===== config.mk =====
export PLATFORM = sky130hd
export DESIGN_NAME = router_1xn_flat
export DESIGN_NICKNAME = d
export VERILOG_FILES = /design/src/rtl/router_1xn_if.sv /design/src/rtl/router_1xn.sv /design/src/flat_wrapper.sv
export SDC_FILE = /design/constraint.sdc
export NUM_CORES = 1
export LEC_CHECK = 0
export ABC_AREA = 1
export BUFFER_PORTS_ARGS = -buffer_cell sky130_fd_sc_hd__buf_2
export CAP_MARGIN = 25
export CORE_ASPECT_RATIO = 1.4
export CORE_MARGIN = 8
export CORE_UTILIZATION = 62
export CTS_CLUSTER_SIZE = 10
export DETAILED_ROUTE_END_ITERATION = 10
export PLACE_DENSITY_LB_ADDON = 0.15
export SETUP_SLACK_MARGIN = 0.3
export SLEW_MARGIN = 20
export SYNTH_ARGS = -nofsm -noshare
export SYNTH_HDL_FRONTEND = slang
export SYNTH_SLANG_ARGS = --single-unit

===== constraint.sdc =====
create_clock -name clock -period 4.9 [get_ports clock]
set_input_delay 0.735 -clock clock [delete_from_list [all_inputs] [get_ports clock]]
set_output_delay 0.735 -clock clock [all_outputs]
set_load 0.005 [all_outputs]

===== src/rtl/router_1xn_if.sv =====
// router_1xn bus: byte-stream source handshake plus per-port output FIFOs.
// Ports: pkt_valid/data_in/busy/error/drop (source), read_enb/valid_out/data_out/soft_reset (sinks).
interface router_1xn_if #(
    parameter int DATA_W    = 8,
    parameter int NUM_PORTS = 3
);
    logic                        pkt_valid;
    logic [DATA_W-1:0]           data_in;
    logic                        busy;
    logic                        error;
    logic                        drop;
    logic [NUM_PORTS-1:0]        read_enb;
    logic [NUM_PORTS-1:0]        valid_out;
    logic [NUM_PORTS*DATA_W-1:0] data_out;
    logic [NUM_PORTS-1:0]        soft_reset;

    modport master (
        output pkt_valid, data_in, read_enb,
        input  busy, error, drop, valid_out, data_out, soft_reset
    );

    modport slave (
        input  pkt_valid, data_in, read_enb,
        output busy, error, drop, valid_out, data_out, soft_reset
    );
endinterface


===== src/rtl/router_1xn.sv =====
// 1xN packet router: steers header/payload/parity packets into per-port FWFT FIFOs.
// Ports: clock, reset (sync, active-high), bus (router_1xn_if.slave).
module router_1xn #(
    parameter int DATA_W     = 8,
    parameter int NUM_PORTS  = 3,
    parameter int FIFO_DEPTH = 16,
    parameter int TIMEOUT    = 30
) (
    input  logic        clock,
    input  logic        reset,
    router_1xn_if.slave bus
);
    localparam int LEN_W = DATA_W - 2;
    localparam int AW    = $clog2(FIFO_DEPTH);
    localparam int TW    = $clog2(TIMEOUT + 1);

    typedef enum logic [2:0] {
        IDLE, WAIT_EMPTY, LOAD, FULL, CHECK, DROP
    } state_t;

    state_t state, state_n;

    logic [1:0]        tgt;
    logic [DATA_W-1:0] hdr;
    logic [DATA_W-1:0] parity;
    logic [LEN_W-1:0]  cnt;
    logic              chk_bad;
    logic              bad_addr;
    logic              error_q;
    logic              drop_q;

    logic [DATA_W-1:0]    mem  [NUM_PORTS][FIFO_DEPTH];
    logic [AW:0]          wptr [NUM_PORTS];
    logic [AW:0]          rptr [NUM_PORTS];
    logic [TW-1:0]        tcnt [NUM_PORTS];
    logic [NUM_PORTS-1:0] sr_q;

    // Padded to the full 2-bit address space so any
    // header address can index them; absent ports look empty.
    logic [3:0] fifo_empty;
    logic [3:0] fifo_full;
    logic [3:0] to_hit;

    logic [1:0]        addr;
    logic [1:0]        port;
    logic              addr_ok;
    logic              busy;
    logic              wr_en;
    logic [DATA_W-1:0] wr_data;

    assign addr    = bus.data_in[1:0];
    assign addr_ok = int'(addr) < NUM_PORTS;
    assign port    = (state == IDLE) ? addr : tgt;

    for (genvar i = 0; i < 4; i++) begin : g_flag
        if (i < NUM_PORTS) begin : g_real
            assign fifo_empty[i] = wptr[i] == rptr[i];
            assign fifo_full[i]  =
                (wptr[i][AW] != rptr[i][AW]) &&
                (wptr[i][AW-1:0] == rptr[i][AW-1:0]);
            // Last stalled cycle before the flush.
            assign to_hit[i] = !fifo_empty[i] &&
                               !bus.read_enb[i] &&
                               tcnt[i] == TW'(TIMEOUT - 1);
            assign bus.valid_out[i] = !fifo_empty[i];
            assign bus.data_out[i*DATA_W +: DATA_W] =
                fifo_empty[i] ? '0 : mem[i][rptr[i][AW-1:0]];
        end else begin : g_pad
            assign fifo_empty[i] = 1'b1;
            assign fifo_full[i]  = 1'b0;
            assign to_hit[i]     = 1'b0;
        end
    end

    assign bus.busy       = busy;
    assign bus.error      = error_q;
    assign bus.drop       = drop_q;
    assign bus.soft_reset = sr_q;

    always_ff @(posedge clock) begin
        if (reset) state <= IDLE;
        else       state <= state_n;
    end

    always_comb begin
        state_n = state;
        case (state)
            IDLE: begin
                if (bus.pkt_valid) begin
                    if (!addr_ok)               state_n = DROP;
                    else if (fifo_empty[addr])  state_n = LOAD;
                    else                        state_n = WAIT_EMPTY;
                end
            end
            WAIT_EMPTY: begin
                if (to_hit[tgt])           state_n = DROP;
                else if (fifo_empty[tgt])  state_n = LOAD;
            end
            LOAD: begin
                // A flushed target discards the rest; if the parity
                // byte was just taken the packet is already over.
                if (to_hit[tgt])
                    state_n = (bus.pkt_valid || fifo_full[tgt]) ? DROP : IDLE;
                else if (fifo_full[tgt])   state_n = FULL;
                else if (!bus.pkt_valid)   state_n = CHECK;
            end
            FULL: begin
                if (to_hit[tgt])           state_n = DROP;
                else if (!fifo_full[tgt])  state_n = LOAD;
            end
            CHECK:   state_n = IDLE;
            DROP:    if (!bus.pkt_valid) state_n = IDLE;
            default: state_n = IDLE;
        endcase
    end

    always_comb begin
        busy    = 1'b0;
        wr_en   = 1'b0;
        wr_data = bus.data_in;
        case (state)
            IDLE: wr_en = bus.pkt_valid && addr_ok && fifo_empty[addr];
            WAIT_EMPTY: begin
                busy    = 1'b1;
                wr_en   = fifo_empty[tgt];
                wr_data = hdr;
            end
            LOAD: begin
                busy  = fifo_full[tgt];
                wr_en = !fifo_full[tgt] && !to_hit[tgt];
            end
            FULL, CHECK: busy = 1'b1;
            default: ;
        endcase
    end

    always_ff @(posedge clock) begin
        if (reset) begin
            tgt      <= '0;
            hdr      <= '0;
            parity   <= '0;
            cnt      <= '0;
            chk_bad  <= 1'b0;
            bad_addr <= 1'b0;
            error_q  <= 1'b0;
            drop_q   <= 1'b0;
        end else begin
            drop_q <= 1'b0;
            case (state)
                IDLE: begin
                    if (bus.pkt_valid) begin
                        tgt      <= addr;
                        hdr      <= bus.data_in;
                        parity   <= bus.data_in;
                        cnt      <= '0;
                        error_q  <= 1'b0;
                        bad_addr <= !addr_ok;
                    end
                end
                LOAD: begin
                    if (!fifo_full[tgt]) begin
                        if (bus.pkt_valid) begin
                            parity <= parity ^ bus.data_in;
                            if (cnt != '1) cnt <= cnt + 1'b1;
                        end else begin
                            chk_bad <= (bus.data_in != parity) ||
                                       (cnt != hdr[DATA_W-1:2]);
                        end
                    end
                end
                CHECK: error_q <= chk_bad;
                DROP:  if (!bus.pkt_valid) drop_q <= bad_addr;
                default: ;
            endcase
        end
    end

    always_ff @(posedge clock) begin
        for (int i = 0; i < NUM_PORTS; i++) begin
            if (wr_en && port == 2'(i))
                mem[i][wptr[i][AW-1:0]] <= wr_data;
        end
    end

    always_ff @(posedge clock) begin
        if (reset) begin
            for (int i = 0; i < NUM_PORTS; i++) begin
                wptr[i] <= '0;
                rptr[i] <= '0;
                tcnt[i] <= '0;
            end
            sr_q <= '0;
        end else begin
            for (int i = 0; i < NUM_PORTS; i++) begin
                sr_q[i] <= to_hit[i];
                if (to_hit[i]) begin
                    wptr[i] <= '0;
                    rptr[i] <= '0;
                    tcnt[i] <= '0;
                end else begin
                    if (wr_en && port == 2'(i))
                        wptr[i] <= wptr[i] + 1'b1;
                    if (bus.read_enb[i] && !fifo_empty[i])
                        rptr[i] <= rptr[i] + 1'b1;
                    if (!fifo_empty[i] && !bus.read_enb[i])
                        tcnt[i] <= tcnt[i] + 1'b1;
                    else
                        tcnt[i] <= '0;
                end
            end
        end
    end
endmodule


===== src/flat_wrapper.sv =====
// flat-port wrapper written by rule: the top's interface ports become plain ports
module router_1xn_flat 
#(
    parameter int DATA_W     = 8,
    parameter int NUM_PORTS  = 3,
    parameter int FIFO_DEPTH = 16,
    parameter int TIMEOUT    = 30
)
  (clock, reset, bus_pkt_valid, bus_data_in, bus_read_enb, bus_busy, bus_error, bus_drop, bus_valid_out, bus_data_out, bus_soft_reset);
  router_1xn_if #(.DATA_W(DATA_W), .NUM_PORTS(NUM_PORTS)) bus_i ();
  input  logic clock;
  input  logic reset;
  input wire logic [$bits(bus_i.pkt_valid)-1:0] bus_pkt_valid;
  input wire logic [$bits(bus_i.data_in)-1:0] bus_data_in;
  input wire logic [$bits(bus_i.read_enb)-1:0] bus_read_enb;
  output wire logic [$bits(bus_i.busy)-1:0] bus_busy;
  output wire logic [$bits(bus_i.error)-1:0] bus_error;
  output wire logic [$bits(bus_i.drop)-1:0] bus_drop;
  output wire logic [$bits(bus_i.valid_out)-1:0] bus_valid_out;
  output wire logic [$bits(bus_i.data_out)-1:0] bus_data_out;
  output wire logic [$bits(bus_i.soft_reset)-1:0] bus_soft_reset;
  assign bus_i.pkt_valid = bus_pkt_valid;
  assign bus_i.data_in = bus_data_in;
  assign bus_i.read_enb = bus_read_enb;
  assign bus_busy = bus_i.busy;
  assign bus_error = bus_i.error;
  assign bus_drop = bus_i.drop;
  assign bus_valid_out = bus_i.valid_out;
  assign bus_data_out = bus_i.data_out;
  assign bus_soft_reset = bus_i.soft_reset;
  router_1xn #(.DATA_W(DATA_W), .NUM_PORTS(NUM_PORTS), .FIFO_DEPTH(FIFO_DEPTH), .TIMEOUT(TIMEOUT)) u_core (.clock(clock), .reset(reset), .bus(bus_i));
endmodule

## Word level (Yosys, flattened, before mapping)

Memory sizes are Yosys's and may differ from the RTL's.
Index checks and enable logic that the tools add are counted.

- Bits of input ports: 14
- Memory bits (writable): 429
- Output and inout port bits: 33
- Logic and storage cells: 286
- Register bits after elaboration: 34
- Memories kept: 4

Memories:

| name | depth | width | read ports | clocked after memory_dff | wr ports | RTL line | text |
|---|---|---|---|---|---|---|---|
| u_core.mem | 3 | 128 | 3 | 0 | 1 | router_1xn.sv:32 | `logic [DATA_W-1:0] mem [NUM_PORTS][FIFO_DEPTH];` |
| u_core.rptr | 3 | 5 | 3 | 0 | 3 | router_1xn.sv:34 | `logic [AW:0] rptr [NUM_PORTS];` |
| u_core.tcnt | 3 | 5 | 3 | 0 | 3 | router_1xn.sv:35 | `logic [TW-1:0] tcnt [NUM_PORTS];` |
| u_core.wptr | 3 | 5 | 3 | 0 | 3 | router_1xn.sv:33 | `logic [AW:0] wptr [NUM_PORTS];` |

- Reduce and logical (&&, ||, !) cells: 46
- Equality and inequality tests: 30
- Order comparisons: 12
- Mux-type cells: 143
- $add $sub $neg: 10
- Bitwise gates (word level): 31

Operator list:

| operator | count |
|---|---|
| 128-bit 2-to-1 mux | 7 |
| 128-bit OR reduction | 2 |
| 8-bit 2-to-1 mux | 16 |
| 5-bit 2-to-1 mux | 21 |
| 8-bit binary-select mux with 4-bit select | 3 |
| 8-bit demux with 4-bit select | 3 |
| 1-bit 2-to-1 mux | 64 |
| 5-bit by 1-bit adder with 5-bit output (second input constant) | 9 |
| 3-bit 2-to-1 mux | 11 |
| 5-bit >= comparator (second input constant) | 6 |
| 4-bit inverter with 5-bit output | 6 |
| 6-bit 2-to-1 mux | 4 |
| 1-bit logical AND | 21 |
| 1-bit bitwise OR | 21 |
| 8-bit one-hot mux with 2 select lines | 1 |
| 5-bit equality test | 3 |
| 5-bit equality test (second input constant) | 3 |
| 5-bit by 1-bit less-than comparator with 1-bit output (second input constant) | 3 |
| 3-bit one-hot mux with 5 select lines | 1 |
| 4-bit equality test | 3 |
| 6-bit one-hot mux with 2 select lines | 1 |
| 5-bit AND reduction | 2 |
| 1-bit zero test | 9 |
| 1-bit binary-select mux with 2-bit select | 4 |
| other kinds (30) | 48 |

## Logic depth before layout (Yosys ltp)

Gate-level depths: netlist of the first run.
An unclocked memory read counts as a cell.

- Word-level depth: 16
- Gate-level depth with buffers: 16
- Depth with buffers taken out: 15

## Worst setup path before layout of the first run

OpenSTA, ideal clock, no wires.

- Path kind: reg2reg
- Start point: reg u_core.state[0]
- End point: mem u_core.mem[0][100] (netlist name), data pin
- Period minus slack after synthesis: 3608 ps
- Slack: 1292 ps
- Arrival time: 3030 ps
- Path buffers: 1
- Data required time: 4322 ps
- Library setup time: 578 ps
- Cell stages (with the launch flop): 8
- Cells stage by stage: dfxtp_1 -> inv_1 -> nor2_1 -> inv_1 -> nor2_1 -> inv_1 -> clkbuf_1 -> o21ai_0

- Elaborated cells between the ends (all ways): 13
- Classes of those cells: 3 x eq/ne; 7 x mux; 3 x reduce/logical

RTL lines:

| element | RTL line | text |
|---|---|---|
| from (decl) | router_1xn.sv:21 | `state_t state, state_n;` |
| from (signal assigned) | router_1xn.sv:82 | `else state <= state_n;` |
| 3-bit by 1-bit equality test with 1-bit output * | router_1xn.sv:121 | `case (state)` |
| 8-bit 2-to-1 mux * | router_1xn.sv:121 |  |
| net u_core.wr_data[4] | router_1xn.sv:49 | `logic [DATA_W-1:0] wr_data;` |
| 128-bit 2-to-1 mux (no line) | - |  |
| 128-bit 2-to-1 mux (no line) * | - |  |
| to (decl) | router_1xn.sv:32 |  |

The timed path passes the listed nets; every way through them passes the cells marked *.

==> results of run 1 <==
stage by stage:
step                utilization  cells
floorplan                     -   1698
global placement          0.650   2081
detailed placement        0.652   2083
CTS                       0.697   2149
global route              0.697   2149
finish                    0.697   2149
per-layer routing:
layer / track usage / up-vias
met2: 0.464 / 707
met3: 0.0331 / 160
li1: - / 6145
met5: 0 / -
met1: 0.302 / 6479
met4: 0.122 / 0
registers in the layout, indices dropped and copies added (netlist names):
signal / cells
u_core.bus.soft_reset: 3
u_core.rptr: 15
u_core.bus.drop: 1
u_core.hdr: 8
u_core.tcnt: 15
u_core.bus.error: 1
u_core.cnt: 6
u_core.mem: 384
u_core.bad_addr: 1
u_core.wptr: 15
u_core.state: 3
u_core.parity: 8
u_core.chk_bad: 1
power groups by stage:
| stage | clock, mW | sequential [mW] | combinational [mW] |
|---|---|---|---|
| finish | 3.36 | 4.88 | 1.99 |
| CTS | 3.39 | 4.87 | 1.98 |
| detailed placement | 0 | 4.95 | 1.96 |
| floorplan | 0 | 4.92 | 1.24 |
| global route | 3.53 | 4.90 | 2.17 |
| global placement | 0 | 4.94 | 1.91 |
area by class of cell:
type	instances	area (sq um)	area share
Sequential cell	461	13500	0.618
Multi-Input combinational cell	1078	5700	0.261
Clock buffer	63	1390	0.0633
Tap cell	395	494	0.0226
Timing Repair Buffer	69	443	0.0202
Inverter	80	300	0.0137
Clock inverter	3	27.5	0.00126
logic make-up after synthesis:
kind of cell,synth area share
flip-flops,0.686
AND/OR/NAND/NOR,0.135
AO/OA/AOI/OAI,0.113
buffers and inverters,0.0316
adder cells (fa/ha/maj),0.0140
XOR/XNOR,0.0204
other,0.000190
worst min-delay path, cell delays in order, from the launching register on:
cell	delay, ns
dfxtp_1	0.30
nand2_1	0.06
a21oi_1	0.06
cells in the mapped netlist, drive strengths merged:
library cell	instances	area, sq um
edfxtp	429	12900
nor2	345	1360
o21ai	221	1110
nand2	170	662
nand3	76	495
inv	72	270
clkbuf	68	256
o22ai	55	344
o221ai	42	368
dfxtp	32	641
xor2	32	280
a21oi	26	130
a31oi	25	156
ha	22	275
xnor2	14	123
buf	11	66.3
clkinv	8	30.0
nand4	8	50.1
nor3	7	35.0
o211ai	7	66.3
a211oi	3	22.5
o21bai	2	15.0
or2	2	12.5
a221oi	1	8.76
a311oi	1	8.76
and3	1	6.26
conb	1	3.75
nand3b	1	20.0
nor4	1	6.26
nor4b	1	8.76
how the worst min path moves through the flow:
stage                   startpoint          endpoint  cells past startpoint  slack, ns
floorplan           u_core.chk_bad  u_core.bus.error                      2       0.44
global placement    u_core.chk_bad  u_core.bus.error                      2       0.46
detailed placement  u_core.chk_bad  u_core.bus.error                      2       0.46
CTS                 bus_data_in[7]  u_core.parity[7]                      3       0.47
global route        bus_data_in[7]  u_core.parity[7]                      3       0.49
finish              u_core.chk_bad  u_core.bus.error                      2       0.48
==> out/results.txt, run 1 <==
Pre-CTS setup slack - 1.21 ns
Switch share - 0.296
Worst relative slew slack - 0.371
Vias in the first global route - 13300
Final wirelength - 48.6 mm
Clk sinks - 461
Post-DP HPWL - 30.4 mm
Crit path from - u_core.rptr[2][1]
Synthesized cell area - 19700 sq um
Metal2 WL - 24.9 mm
Post-CTS Hold Buffers - 0
Final Setup Violations - 0
CP Buf/Inv Count - 3
N_diodes - 0
Die H - 227 um
Fin crit share - 0.783
Area growth syn-to-layout - 11.0%
MaxCap Viol Count - 0
PortBufs - 46
Worst hold path type - flop to flop
Final nets - 1778
Power, Total - 10.2 mW
Critical Path RT - 5.09 ns
Initial Util - 0.627
Leakage - 7.51 nW
Pwr/cell area - 468 nW/um^2
Combinational Power Share - 0.194
Clock power frac - 0.329
Worst skew pair latency - 0.58 ns
Synth warn - 0
Chip width - 167 um
Routed length on met1 - 18.2 mm
Most frequent CP cell - nand2_1
Crit start category - flop
Clock Skews - 0.0221 ns
Setup TNS Final - 0 ns
GRT Util Overall - 0.257
FMAX - 0.261 GHz
P_sw - 3.02 mW
Final slew viol count - 0
Initial antenna violation count - 0
Peak VDD IR - 0.423 mV
PostCTS Resize Cnt - 0
Core Box Area - 31400 sq um
Cell variety after synth - 42
R2r setup slk - 1.06 ns
CTS tree - done
Cell area after layout - 21900 sq um
Postcts setup bufs - 0
Reg-to-Reg Start - u_core.rptr[2][1]
Worst slew pin tran - 0.940 ns
Layout cell share with drive strength beyond 1 - 0.103
Setup crit end kind - flop
Gpl congestion - 0.958
Setup crit end - u_core.mem[0][190]
Vias per cell - 6.28
CP Max Fanout - 33
Critical-path cell list - inv_2 -> nand2_1 -> nand2_1 -> nor2_2 -> nand3_4 -> nand2_1 -> nor2_1 -> nand3_2 -> nand2_2 -> inv_2 -> nand3_2 -> o211ai_4 -> buf_4 -> nand3_4 -> nor2_1
Leading cell type in the layout, fill and taps excluded - edfxtp_1
Max layer used - met4
Slowest CP cell - edfxtp_1
DRT Pass-1 Iters - 7
Register area share after synthesis - 0.686
Pin count of the biggest net entering global routing - 69
RSZ-0062 raised after global routing - false
Syn Area/Cell - 11.7 sq um
Yosys reg bits - 461
Root buffer cell - clkbuf_16
Outcome - finished clean
Setup WS post-layout - 1.06 ns
Worst path depth - 15
First-pass GRT wire length - 75.0 mm
Most frequent cells in the layout - edfxtp_1 (429), nor2_1 (326), o21ai_0 (209), nand2_1 (166), nand3_1 (65)
Clock transition at path regs - 0.06 ns
Row cnt - 77
Delay-heaviest family, CP - simple AND/OR/NAND/NOR gates
Int Pwr - 7.20 mW
WP data arrival - 4.03 ns
DRT antenna net count - 0
# fillers - 2229
RR Endpoint - u_core.mem[0][190]
Initial DRC count - 1508
Crit path time final - 3.84 ns
H-Tree Depth - 2
I/O pins - 47
Final Hold Viols - 0
GRT Residual Overflow - 0
Routed wl met3 - 3.41 mm
R2r worst-path depth - 15
Wire length per cell - 22.6 um
Seq pwr share - 0.477
Synth Instances - 1684
CP Class - flop to flop
Via count - 13500
# DRC - 0
Die ar. - 37800 sq um
Final hold slack - 0.478 ns
Cts bufs inserted - 52
Post-DP Area - 20500 sq um
Slowest cell delay on critical path - 0.71 ns
Maximum root-to-sink buffer count - 3
(Power assumes the default switching activity.)
==> run 2, diff against run 1 <==
--- a/config.mk
+++ b/config.mk
@@ -10,7 +10,7 @@
 export CAP_MARGIN = 25
 export CORE_ASPECT_RATIO = 1.4
 export CORE_MARGIN = 8
-export CORE_UTILIZATION = 62
+export CORE_UTILIZATION = 56
 export CTS_CLUSTER_SIZE = 10
 export DETAILED_ROUTE_END_ITERATION = 10
 export PLACE_DENSITY_LB_ADDON = 0.15
==> constraint.sdc (replaced) <==
create_clock -name clock -period 3.3 [get_ports clock]
set_input_delay 0.495 -clock clock [delete_from_list [all_inputs] [get_ports clock]]
set_output_delay 0.495 -clock clock [all_outputs]
set_load 0.005 [all_outputs]
==> run 2 against run 1 <==
Compared with the run above:
- cell area is 4.5% higher
- combinational power grew 68%
- core utilization is 4.1 points lower
- first-iteration DRC count shrank 26%
- count of clock-buffer cells in the layout up 9
- critical path depth is 8 lower
- critical path type is now flop to output pin
- largest power group unchanged
==> out/results.txt, run 2 (synthesis gave the netlist of run 1 again) <==
Vias per cell - 5.92
GRT Residual Overflow - 0
FMAX - 0.339 GHz
Initial antenna violation count - 0
CP Class - flop to output pin
Chip width - 175 um
Via count - 13400
MaxCap Viol Count - 0
Worst slew pin tran - 0.976 ns
Dpl cells - 2174
GRT Util Overall - 0.227
Cts bufs inserted - 52
Final Hold Viols - 0
PortBufs - 46
Core Box Area - 34900 sq um
Worst relative slew slack - 0.347
H-Tree Depth - 2
Initial Util - 0.565
DRT Pass-1 Iters - 7
# DRC - 0
Final non-filler cell total - 2272
Maximum root-to-sink buffer count - 3
Worst skew pair latency - 0.58 ns
Pwr/cell area - 680 nW/um^2
Post-DP HPWL - 30.9 mm
Clk sinks - 461
R2r setup slk - 0.39 ns
WP data arrival - 2.46 ns
Root buffer cell - clkbuf_16
Most frequent cells in the layout - edfxtp_1 (429), nor2_1 (302), o21ai_0 (209), nand2_1 (165), nand3_1 (65)
Crit path time final - 2.95 ns
Final slew viol count - 0
CP Max Fanout - 32
Leading cell type in the layout, fill and taps excluded - edfxtp_1
Final Setup Violations - 0
Clock transition at path regs - 0.05 ns
Peak VDD IR - 0.457 mV
Cell area after layout - 22900 sq um
Area of the multi-input gates - 5920 sq um
Worst hold path type - input port to flop
Post-DP Area - 20800 sq um
Row cnt - 81
N_diodes - 0
FF/Latch Area - 13500 sq um
DRT antenna net count - 0
Die ar. - 41500 sq um
Setup TNS Final - 0 ns
Initial DRC count - 1113
Final wirelength - 48.5 mm
Fin crit share - 0.895
Vias in the first global route - 13200
# fillers - 2625
First-pass GRT wire length - 73.7 mm
I/O pins - 47
Outcome - finished clean
Power, Total - 15.5 mW
Critical Path RT - 2.80 ns
Final nets - 1831
Max reg flops - 384
Util after Layout - 0.656
Pin count of the biggest net entering global routing - 68
Crit start category - flop
Die H - 238 um
Area growth syn-to-layout - 16.0%
Wire length per cell - 21.3 um
CTS tree - done
Clock Skews - 0.0316 ns
Setup crit end kind - output pin
Leakage - 7.89 nW
Layout cell share with drive strength beyond 1 - 0.145
Gpl congestion - 0.922
RSZ-0062 raised after global routing - true
-- run 2: changes by cell type in the layout (fill, tap and decap cells not counted), moves of 4 or more --
cell,delta
buf_12,+19
buf_4,+26
buf_6,+4
clkbuf_1,+11
nor2_1,-24
nor2_4,+26
-- run 2: power breakdown --
part           internal (mW)  switching [mW]
registers               7.01           0.207
logic                   1.09            2.26
clock network           2.86            2.12
-- run 2: metal layers --
layer | track usage | part of all wire | wire length (um) | vias to the layer above
met5 | 0 | 0 | 0 | -
li1 | - | - | - | 6277
met1 | 0.270 | 0.39 | 18700 | 6581
met4 | 0.0881 | 0.034 | 1630 | 0
met3 | 0.0280 | 0.052 | 2540 | 113
met2 | 0.412 | 0.53 | 25600 | 475
-- run 2: through the flow --
stage | worst slack, ns | hold WS [ns]
2_1_floorplan | -0.308 | 0.440
3_3_place_gp | 0.356 | 0.466
3_5_place_dp | 0.253 | 0.475
4_1_cts | 0.253 | 0.232
5_1_grt | 0.209 | 0.245
6_report | 0.347 | 0.255
-- run 2: critical path, cell delays in order, from the launching register on --
cell	delay, ns
edfxtp_1	0.47
inv_2	0.19
buf_12	0.21
o21ai_0	0.13
o221ai_1	0.26
nand3_1	0.19
a31oi_1	0.26
buf_2	0.17
-- run 2: path summary, 6_finish.rpt --
check / start / endpoint / depth (start not counted)
setup / recovery: u_core.rptr[1][0] / bus_data_out[12] / 7
hold / removal: bus_data_in[6] / u_core.parity[6] / 3
setup reg to reg: u_core.rptr[1][2] / u_core.mem[0][85] / 16
hold reg to reg: u_core.chk_bad / u_core.bus.error / 2
-- run 2: cell type report --
| type | count | area share |
|---|---|---|
| sequential | 461 | 0.591 |
| multi-input combinational | 1078 | 0.259 |
| clock buffer | 72 | 0.0602 |
| timing repair buffer | 122 | 0.0494 |
| tap | 456 | 0.0249 |
| inverter | 80 | 0.0140 |
| clock inverter | 3 | 0.00148 |
-- run 2: what timing repair did --
item / in CTS / in global routing
pin swaps: 1 / 7
gates resized for setup: 28 / 58
endpoints found under the setup margin: 166 / 372
setup buffers: 0 / 20
gates cloned: 0 / 3
hold buffers: 0 / 0
